## config.mk

```make
export PLATFORM = sky130hd
export DESIGN_NAME = posit_encode_n32_es6_pipe
export DESIGN_NICKNAME = d
export VERILOG_FILES = /design/src/rtl/posit_n32_es6_pkg.sv /design/src/rtl/posit_round_rne.sv /design/src/rtl/posit_encode_n32_es6_pipe.sv
export SDC_FILE = /design/constraint.sdc
export NUM_CORES = 1
export LEC_CHECK = 0
export ABC_AREA = 1
export CAP_MARGIN = 0
export CORE_UTILIZATION = 60
export CTS_BUF_LIST = sky130_fd_sc_hd__clkbuf_8
export DETAILED_ROUTE_END_ITERATION = 16
export PLACE_DENSITY = 0.84
export SLEW_MARGIN = 15
export SYNTH_ARGS = -nofsm -noshare
export SYNTH_HDL_FRONTEND = slang
export SYNTH_SLANG_ARGS = --single-unit
```

## constraint.sdc

```tcl
create_clock -name clk -period 4.85 [get_ports clk]
set_input_delay 0.97 -clock clk [delete_from_list [all_inputs] [get_ports clk]]
set_output_delay 0.97 -clock clk [all_outputs]
set_load 0.005 [all_outputs]
```

## src/rtl/posit_n32_es6_pkg.sv

```systemverilog
// Shared constants and types for posit<32,6> arithmetic units.
// Holds the unpacked operand format consumed by the encoder and future mul/div/convert units.
package posit_n32_es6_pkg;

   localparam int N  = 32;
   localparam int ES = 6;
   localparam int BS = 5;
   localparam int SW = ES + BS + 2;

   localparam logic [N-1:0] MAXPOS = 32'h7FFF_FFFF;
   localparam logic [N-1:0] MINPOS = 32'h0000_0001;
   localparam logic [N-1:0] NAR    = 32'h8000_0000;

   typedef logic signed [SW-1:0] scale_t;

   // Scales outside [SCALE_MIN, SCALE_MAX) need a regime longer than the posit can hold.
   localparam scale_t SCALE_MAX = 13'sd1920;
   localparam scale_t SCALE_MIN = -13'sd1920;

   typedef struct packed {
      logic           sign;
      scale_t         scale;
      logic [N-1:0]   mant;
      logic           sticky;
      logic           zero;
      logic           inf;
   } posit_unpacked_t;

endpackage

```

## src/rtl/posit_round_rne.sv

```systemverilog
// Round-to-nearest-even on the kept posit body bits.
// Purely combinational; the caller guarantees the increment never reaches bit N-1.
module posit_round_rne
   import posit_n32_es6_pkg::*;
(
   input  logic [N-2:0] kept_i,
   input  logic         lsb_i,
   input  logic         guard_i,
   input  logic         sticky_i,
   output logic [N-1:0] mag_o
);

   assign mag_o = {1'b0, kept_i} + {{(N-1){1'b0}}, guard_i & (lsb_i | sticky_i)};

endmodule

```

## src/rtl/posit_encode_n32_es6_pipe.sv

```systemverilog
// Three-stage posit<32,6> encoder: sign/scale/mantissa/specials -> packed RNE-rounded posit.
// Define POSIT_ENC_SAT_FLAG_EN to add a registered 'sat' output flagging saturated results.
module posit_encode_n32_es6_pipe
   import posit_n32_es6_pkg::*;
(
   input  logic          clk,
   input  logic          rst_n,
   input  logic          start,
   input  logic          sign,
   input  logic [SW-1:0] scale,
   input  logic [N-1:0]  mant,
   input  logic          sticky_in,
   input  logic          zero_in,
   input  logic          inf_in,
   output logic [N-1:0]  out,
   output logic          done,
   output logic          inf,
`ifdef POSIT_ENC_SAT_FLAG_EN
   output logic          sat,
`endif
   output logic          zero
);

   localparam int VW = 2*N + ES - 1;

   // ---------------- stage 1: regime decode ----------------
   posit_unpacked_t op;
   logic            fill;
   logic [BS-1:0]   rl_d;

   assign op   = '{sign: sign, scale: scale, mant: mant, sticky: sticky_in, zero: zero_in, inf: inf_in};
   assign fill = ~op.scale[SW-1];
   // Run length is k+1 for k>=0 and -k (= ~k+1) for k<0; both fit BS bits in the non-saturated range.
   assign rl_d = (fill ? op.scale[ES+BS-1:ES] : ~op.scale[ES+BS-1:ES]) + BS'(1);

   logic            s1_v_q, s2_v_q;
   logic            s1_sign_q, s1_fill_q, s1_sticky_q, s1_zero_q, s1_inf_q, s1_smax_q, s1_smin_q;
   logic [BS-1:0]   s1_rl_q;
   logic [ES-1:0]   s1_exp_q;
   logic [N-2:0]    s1_frac_q;

   // NOTE: datapath registers have no reset; only valid bits and outputs need a defined state.
   always_ff @(posedge clk) begin
      s1_sign_q   <= op.sign;
      s1_fill_q   <= fill;
      s1_rl_q     <= rl_d;
      s1_exp_q    <= op.scale[ES-1:0];
      s1_frac_q   <= op.mant[N-2:0];
      s1_sticky_q <= op.sticky;
      s1_zero_q   <= op.zero;
      s1_inf_q    <= op.inf;
      s1_smax_q   <= op.scale >= SCALE_MAX;
      s1_smin_q   <= op.scale < SCALE_MIN;
   end

   // ---------------- stage 2: regime insertion and bit split ----------------
   logic [VW-1:0]   body, shifted;
   logic [N-2:0]    kept_d;
   logic            g_d, st_d;

   assign body    = {~s1_fill_q, s1_exp_q, s1_frac_q, {(N-1){1'b0}}};
   assign shifted = (body >> s1_rl_q) | ({VW{s1_fill_q}} & ~({VW{1'b1}} >> s1_rl_q));
   assign kept_d  = shifted[VW-1 -: N-1];
   assign g_d     = shifted[VW-N];
   assign st_d    = (|shifted[VW-N-1:0]) | s1_sticky_q;

   logic            s2_sign_q, s2_g_q, s2_st_q, s2_zero_q, s2_inf_q, s2_smax_q, s2_smin_q;
   logic [N-2:0]    s2_kept_q;

   always_ff @(posedge clk) begin
      s2_kept_q <= kept_d;
      s2_g_q    <= g_d;
      s2_st_q   <= st_d;
      s2_sign_q <= s1_sign_q;
      s2_zero_q <= s1_zero_q;
      s2_inf_q  <= s1_inf_q;
      s2_smax_q <= s1_smax_q;
      s2_smin_q <= s1_smin_q;
   end

   always_ff @(posedge clk or negedge rst_n) begin
      if (!rst_n) begin
         s1_v_q <= 1'b0;
         s2_v_q <= 1'b0;
      end else begin
         s1_v_q <= start;
         s2_v_q <= s1_v_q;
      end
   end

   // ---------------- stage 3: round, saturate, negate, specials ----------------
   logic [N-1:0]    rnd_mag, mag, out_d;
   logic            inf_d, zero_d;

   posit_round_rne u_round (
      .kept_i   (s2_kept_q),
      .lsb_i    (s2_kept_q[0]),
      .guard_i  (s2_g_q),
      .sticky_i (s2_st_q),
      .mag_o    (rnd_mag)
   );

   // NOTE: every always_comb output gets a default first so no path can infer a latch.
   always_comb begin
      mag    = rnd_mag;
      inf_d  = 1'b0;
      zero_d = 1'b0;
      if (s2_smax_q)      mag = MAXPOS;
      else if (s2_smin_q) mag = MINPOS;
      out_d = s2_sign_q ? -mag : mag;
      if (s2_inf_q) begin
         out_d = NAR;
         inf_d = 1'b1;
      end else if (s2_zero_q) begin
         out_d  = '0;
         zero_d = 1'b1;
      end
   end

   logic [N-1:0]    out_q;
   logic            done_q, inf_q, zero_q;

   always_ff @(posedge clk or negedge rst_n) begin
      if (!rst_n) begin
         done_q <= 1'b0;
         out_q  <= '0;
         inf_q  <= 1'b0;
         zero_q <= 1'b0;
      end else begin
         done_q <= s2_v_q;
         if (s2_v_q) begin
            out_q  <= out_d;
            inf_q  <= inf_d;
            zero_q <= zero_d;
         end
      end
   end

   assign out  = out_q;
   assign done = done_q;
   assign inf  = inf_q;
   assign zero = zero_q;

`ifdef POSIT_ENC_SAT_FLAG_EN
   logic sat_q;

   always_ff @(posedge clk or negedge rst_n) begin
      if (!rst_n)      sat_q <= 1'b0;
      else if (s2_v_q) sat_q <= (s2_smax_q | s2_smin_q) & ~s2_inf_q & ~s2_zero_q;
   end

   assign sat = sat_q;
`endif

   // Saturation bounds keep the RNE increment out of the sign bit.
   assert property (@(posedge clk) disable iff (!rst_n)
      s2_v_q && !s2_inf_q && !s2_zero_q && !s2_smax_q && !s2_smin_q |-> !rnd_mag[N-1]);

   assert property (@(posedge clk) disable iff (!rst_n)
      start && !zero_in && !inf_in |-> op.mant[N-1]);

endmodule

```

==> impl_metrics.ini, run 1 <==
[cts]
cts_buffers = 17
cts_tree = done
cts_hold_buf = 0
cts.htree.levels = 4
clock_path_buffers = 2
cts_resized = 0
clockRootBuffer = clkbuf_8
cts.sinks = 124
cts_setup_buffers = 0
clk_latency_ps = 450
cts.reportedPaths.clkPinSlew_ps = 80

[logic_synthesis]
syn_nets = 1253
synthSimpleGateAreaFrac_pct = 41.42
syn_area_um2 = 7721
ys.flop_type = dfxtp_1
ys_seq_area_share_pct = 34.55
syn_area_per_cell_um2 = 6.450
synth_cells = 1197
synth-async-reset-ratio_pct = 29.84
synthAdderAreaFrac_pct = 0.6482
synth_compound_area_share_pct = 13.86
synth_xor_area_share_pct = 0.7940
synth_edf_count = 0
synth_top_family_by_area = simple AND/OR/NAND/NOR gates
ys_warn_count = 0
synth_seq_cells = 124
synthTopCellsByArea = dfxtp_1, nand2_1, dfrtp_1, nand3_1, o21ai_0
yosysTopAreaCell = dfxtp_1
synth_top_area_share_pct = 22.56
synthMuxAreaShare_pct = 1.296
yosys.cell_types.count = 54

[floorplanning]
die_area_um2 = 13330
core_area_um2 = 12570
ioPinCount = 87
start_util_pct = 61.43
die_x_um = 115.4
dieHeight_um = 115.4
num_rows = 41

[power_and_ir_drop]
p_per_area_nw_per_um2 = 389.4
vdd_drop_max_mv = 0.2667
finalPower_w = 0.003515
p_leak_nw = 4.273

[routing]
drc = 0
routed_wl_um = 20420
drt_iter0_drc = 571
wl_per_cell_um = 14.17
dr.pass1.iters = 5
postRouteAntennaNets = 0
vias = 8052
via_per_inst = 5.588

[flow_run]
maxCapViolCount = 0

[timing]
finalHoldViolCount = 0
finalCritPeriodShare_pct = 60.73
relSlewSlack_pct = 30.99
grt_setup_unrepaired = false
setup_viol = 0
max_freq_ghz = 0.3395
tightest_slew_ps = 1034
drv_slew = 0
hold_ws_ps = 331.6
min_period_ps = 2945
fin_setup_tns_ps = 0
finClkSkew_ps = 10.56

[global_route]
grt_usage_pct = 32.58
first_global_vias = 7193
grt_max_degree = 45
antenna_found_initial = 0
grt_overflow_total = 0
grt_pass1_wl_um = 33870

[final_layout]
antennaDiodeCount = 0
syn2layout_area_growth_pct = 16.89
fill_cells = 1078
drive_above_1_share_pct = 7.092
layout.nets = 1312

[worst_setup_path]
cp_top_family = buffers and inverters
crit_arrival_ps = 3270
max_stage_delay_ps = 530
cp_max_fo = 43
crit_type = flop to flop
cp.required_ps = 5170
critPathLaunchType = flop
cpMaxStageDelayCell = inv_1
worst_path_most_repeated_cell = nand2_1
worstPathCellList = buf_4, inv_1, nand2_1, nand2_1, o21ai_0, mux2i_1, o21ai_0, nand4_1, nor2_1, nand2_1, nand2_1, nand2_1
cp_num_buf_inv = 2
end_kind = flop

[hold_path]
hold_class = flop to flop

[placement]
port_buffers = 85
place.gp.congestion = 0.9914
dp.final_hpwl_um = 15770

[run_status]
status = complete, no violations
## per-stage QoR
step | util, % | instance area [um2] | setup slack, ps | std cells
global route | 71.81 | 9025 | 1647 | 1441
floorplan | - | 7721 | 2108 | 1197
finish | 71.81 | 9025 | 1905 | 1441
global placement | 68.65 | 8628 | 2037 | 1409
detailed placement | 68.65 | 8628 | 2003 | 1409
CTS | 71.81 | 9025 | 1981 | 1441
## path summary, 6_finish.rpt
path	start	endpoint	slack, ps	cells after the start
max reg2reg	s1_rl_q[0]	s2_st_q	1900	12
min in group asynchronous	rst_n	out[2]	600	1
max in group asynchronous	rst_n	out[21]	3720	1
max	s1_rl_q[0]	s2_st_q	1900	12
min	s1_sign_q	s2_sign_q	330	0
min reg2reg	s1_sign_q	s2_sign_q	330	0
## cells in the final DEF, fill, tap and decap left out, drive strengths merged, types with 2 or more instances in the layout
cell type      Yosys  layout
a21oi             25      25
a2bb2oi            2       2
xor2               3       3
a31oi              5       5
bufinv             0       2
dfxtp             87      87
nand2            431     431
nor3               3       3
o21bai             8       8
clkdlybuf4s50      0      84
clkinv             4      10
nand3            140     140
or2                3       3
buf               17      10
a22oi              3       3
o21ai            122     122
ha                 4       4
clkbuf            37      17
mux2i             10      10
nand4             22      22
o211ai             7       7
dfrtp             37      37
inv               90      96
a221o              2       2
o31ai              2       2
xnor2              4       4
nand3b             2       2
nor2             110     110
o21a               5       5
## flip-flops by register name (all words and copies together), names as in the netlist, 5 cells and up
| name | count |
|---|---|
| s1_frac_q | 31 |
| s2_kept_q | 31 |
| s1_exp_q | 6 |
| s1_rl_q | 5 |
| out | 32 |
## synth_stat cells (all sizes together), types with 7 or more instances
master / instances
o211ai: 7
a21oi: 25
nand4: 22
clkbuf: 37
buf: 17
dfxtp: 87
o21bai: 8
o21ai: 122
mux2i: 10
nor2: 110
nand2: 431
inv: 90
nand3: 140
dfrtp: 37
## cells by family (layout without fill, tap and decap cells)
logic type	Yosys count	in the layout
muxes	10	10
adders and majority gates	4	4
AOI/OAI and AO/OA	189	189
buffers and inverters	148	220
xor gates and xnor gates	7	7
DFF	124	124
and+or+nand+nor	715	715
## cell type report
class | instances | area (um2) | area share [%]
multi-input combinational | 925 | 4479 | 49.63
clock buffer | 17 | 234.0 | 2.593
timing repair buffer | 94 | 913.4 | 10.12
tap | 172 | 215.2 | 2.385
inverter | 94 | 352.8 | 3.910
sequential | 124 | 2668 | 29.56
clock inverter | 15 | 162.7 | 1.802
## routing by layer
metal	vias to the layer above	wire length, um	track usage (%)
li1	4055	-	-
met1	3651	8724	41.99
met2	291	9746	53.57
met3	55	1307	4.864
met4	0	638	15.84
met5	-	0	0
## power by group
group | switching, W | total [W] | internal (W)
registers | 0.000144 | 0.00131 | 0.00116
clock network | 0.000447 | 0.000911 | 0.000464
logic | 0.000847 | 0.00130 | 0.000449
total | 0.00144 | 0.00351 | 0.00208
Note: power is estimated with default switching activity, not from simulation.
==> inputs of run 2 (changes only) <==
CORE_UTILIZATION = 59   (was 60)
PLACE_DENSITY = 0.83   (was 0.84)
clock period = 3 ns   (was 4.85 ns; I/O delays follow)
==> run 2 against run 1 <==
  * Design area is 0.91% higher
  * Non-clock buffer count is 11 higher
  * Hold slack worse by 76 ps
  * Sequential power is 61% higher
  * Clock-buffer cell count stayed put
  * Clock power is 64% higher
  * Fmax is 9.8% higher
  * Register-to-register slack worse by 1600 ps
  * Routed wire length is 3.1% higher
  * Critical path type unchanged
  * Critical endpoint is now out[28]
  * Largest cell class unchanged
==> impl_metrics.ini, run 2 (synthesized netlist as in run 1, its figures left out) <==
[cts]
clockRootBuffer = clkbuf_8
clk_latency_ps = 450
cts_resized = 0
cts_tree = done
cts_hold_buf = 0
cts.htree.levels = 4
cts.sinks = 124
cts_setup_buffers = 0
clock_path_buffers = 2
cts.reportedPaths.clkPinSlew_ps = 90
cts_buffers = 17

[worst_setup_path]
cp_max_fo = 10
worst_path_most_repeated_cell = nand2_1
cpMaxStageDelayCell = dfxtp_1
max_stage_delay_ps = 370
rrSetupSlack_ps = 320
crit_type = flop to flop
r2r_start = s2_kept_q[0]
end_kind = flop
rr_endpoint = out[28]
cp.required_ps = 3390
crit_arrival_ps = 3070
worstPathCellList = o21a_1, ha_1, nand2_1, nand2_1, o21ai_0, inv_1, ha_1, nand4_2, nor2_2, nand2_2, nand2_2, nand4_4, nor2_8, nand3_1, nand2_1, nand3_1, nand2_1
worstRegToRegCells = 17
critPathLaunchType = flop

[placement]
dp.cells = 1420
port_buffers = 85
place.gp.congestion = 0.9950
dpl_cell_area_um2 = 8711
place_ws_ps = 336.8
dp.final_hpwl_um = 16320

[run_status]
status = complete, no violations

[power_and_ir_drop]
p_sw_share_pct = 41.23
p_seq_share_pct = 36.7
p_comb_share_pct = 37.4
internal_power_w = 0.003379
p_clk_share_pct = 25.9
p_per_area_nw_per_um2 = 631.2
p_leak_nw = 4.321
power_switching_w = 0.002370
vdd_drop_max_mv = 0.4370

[routing]
postRouteAntennaNets = 0
drc = 0
via_per_inst = 5.500
vias = 7986
routed_wl_um = 21050
drt_iter0_drc = 642
dr.pass1.iters = 5
wl_per_cell_um = 14.49

[timing]
finClkSkew_ps = 11.57
fin_setup_tns_ps = 0
max_freq_ghz = 0.3728
tightest_slew_ps = 903.7
finalHoldViolCount = 0
finalCritPeriodShare_pct = 89.40
setup_slack_ps = 317.9
relSlewSlack_pct = 39.76
drv_slew = 0
setup_viol = 0
grt_setup_unrepaired = false
min_period_ps = 2682

[floorplanning]
start_util_pct = 60.94
num_rows = 41
die_x_um = 116.4
ioPinCount = 87
die_area_um2 = 13550
dieHeight_um = 116.4
core_area_um2 = 12670

[final_layout]
drive_above_1_share_pct = 7.969
fin_util_pct = 71.88
layout_common_cells = nand2_1, nand3_1, o21ai_0
largest_reg_flops = 32
syn2layout_area_growth_pct = 17.95
post-route-cell-area_um2 = 9107
final_cells = 1452
final_common_cell = nand2_1
layout.nets = 1323
antennaDiodeCount = 0

[global_route]
grt_usage_pct = 32.91
first_global_vias = 7342
antenna_found_initial = 0
grt_max_degree = 52
grt_overflow_total = 0
grt_pass1_wl_um = 34650

[flow_run]
maxCapViolCount = 0

[hold_path]
hold_class = primary input to asynchronous set/reset pin
[run 2: cell count changes in the layout (fill, tap and decap cells not counted), sizes merged]
cell      before  now
inv           96   95
clkinvlp       1    2
buf           10   20
clkbuf        17   18
[run 2: power by group through the flow]
stage	sequential, W	clock [W]	combinational, W
2_1_floorplan	0.00206	0	0.00151
3_3_place_gp	0.00214	0	0.00207
3_5_place_dp	0.00214	0	0.00210
4_1_cts	0.00211	0.00151	0.00211
5_1_grt	0.00213	0.00159	0.00241
6_report	0.00211	0.00149	0.00215
[run 2: worst max-delay path by stage]
| stage | slack, ps | from | cells after the start | endpoint |
|---|---|---|---|---|
| floorplan | 260 | s2_smax_q | 17 | out[28] |
| global placement | 430 | s2_kept_q[0] | 16 | out[28] |
| detailed placement | 340 | s2_kept_q[0] | 17 | out[28] |
| CTS | 310 | s2_kept_q[0] | 17 | out[28] |
| global route | 10 | s2_kept_q[0] | 17 | out[28] |
| finish | 320 | s2_kept_q[0] | 17 | out[28] |
[run 2: per-stage QoR]
step	total power [W]	hold slack, ps
2_1_floorplan	0.003567	304.4
3_3_place_gp	0.004203	309.9
3_5_place_dp	0.004235	312.8
4_1_cts	0.005726	260.6
5_1_grt	0.006134	327.7
6_report	0.005749	255.2
[run 2: routing by layer]
| layer | part of all wire, % | vias up | track usage (%) | wire [um] |
|---|---|---|---|---|
| met4 | 3.1 | 0 | 15.04 | 643 |
| met1 | 44 | 3565 | 41.87 | 9203 |
| met3 | 8.0 | 57 | 9.185 | 1692 |
| li1 | - | 4058 | - | - |
| met2 | 45 | 306 | 51.87 | 9506 |
| met5 | 0 | - | 0 | 0 |
[run 2: worst max-delay path, delay by kind of cell, from the launching register on]
kind                       cells  cell delay (ps)
and+or+nand+nor               12             1500
buffers and inverters          1               80
adders and majority gates      2              410
AOI/OAI and AO/OA              2              250
DFF                            1              370
[run 2: layout make-up]
class | instances | area, um2
multi-input combinational | 925 | 4479
fill | 1127 | 3563
sequential | 124 | 2668
timing repair buffer | 105 | 996.0
inverter | 94 | 352.8
clock buffer | 17 | 234.0
tap | 172 | 215.2
clock inverter | 15 | 162.7
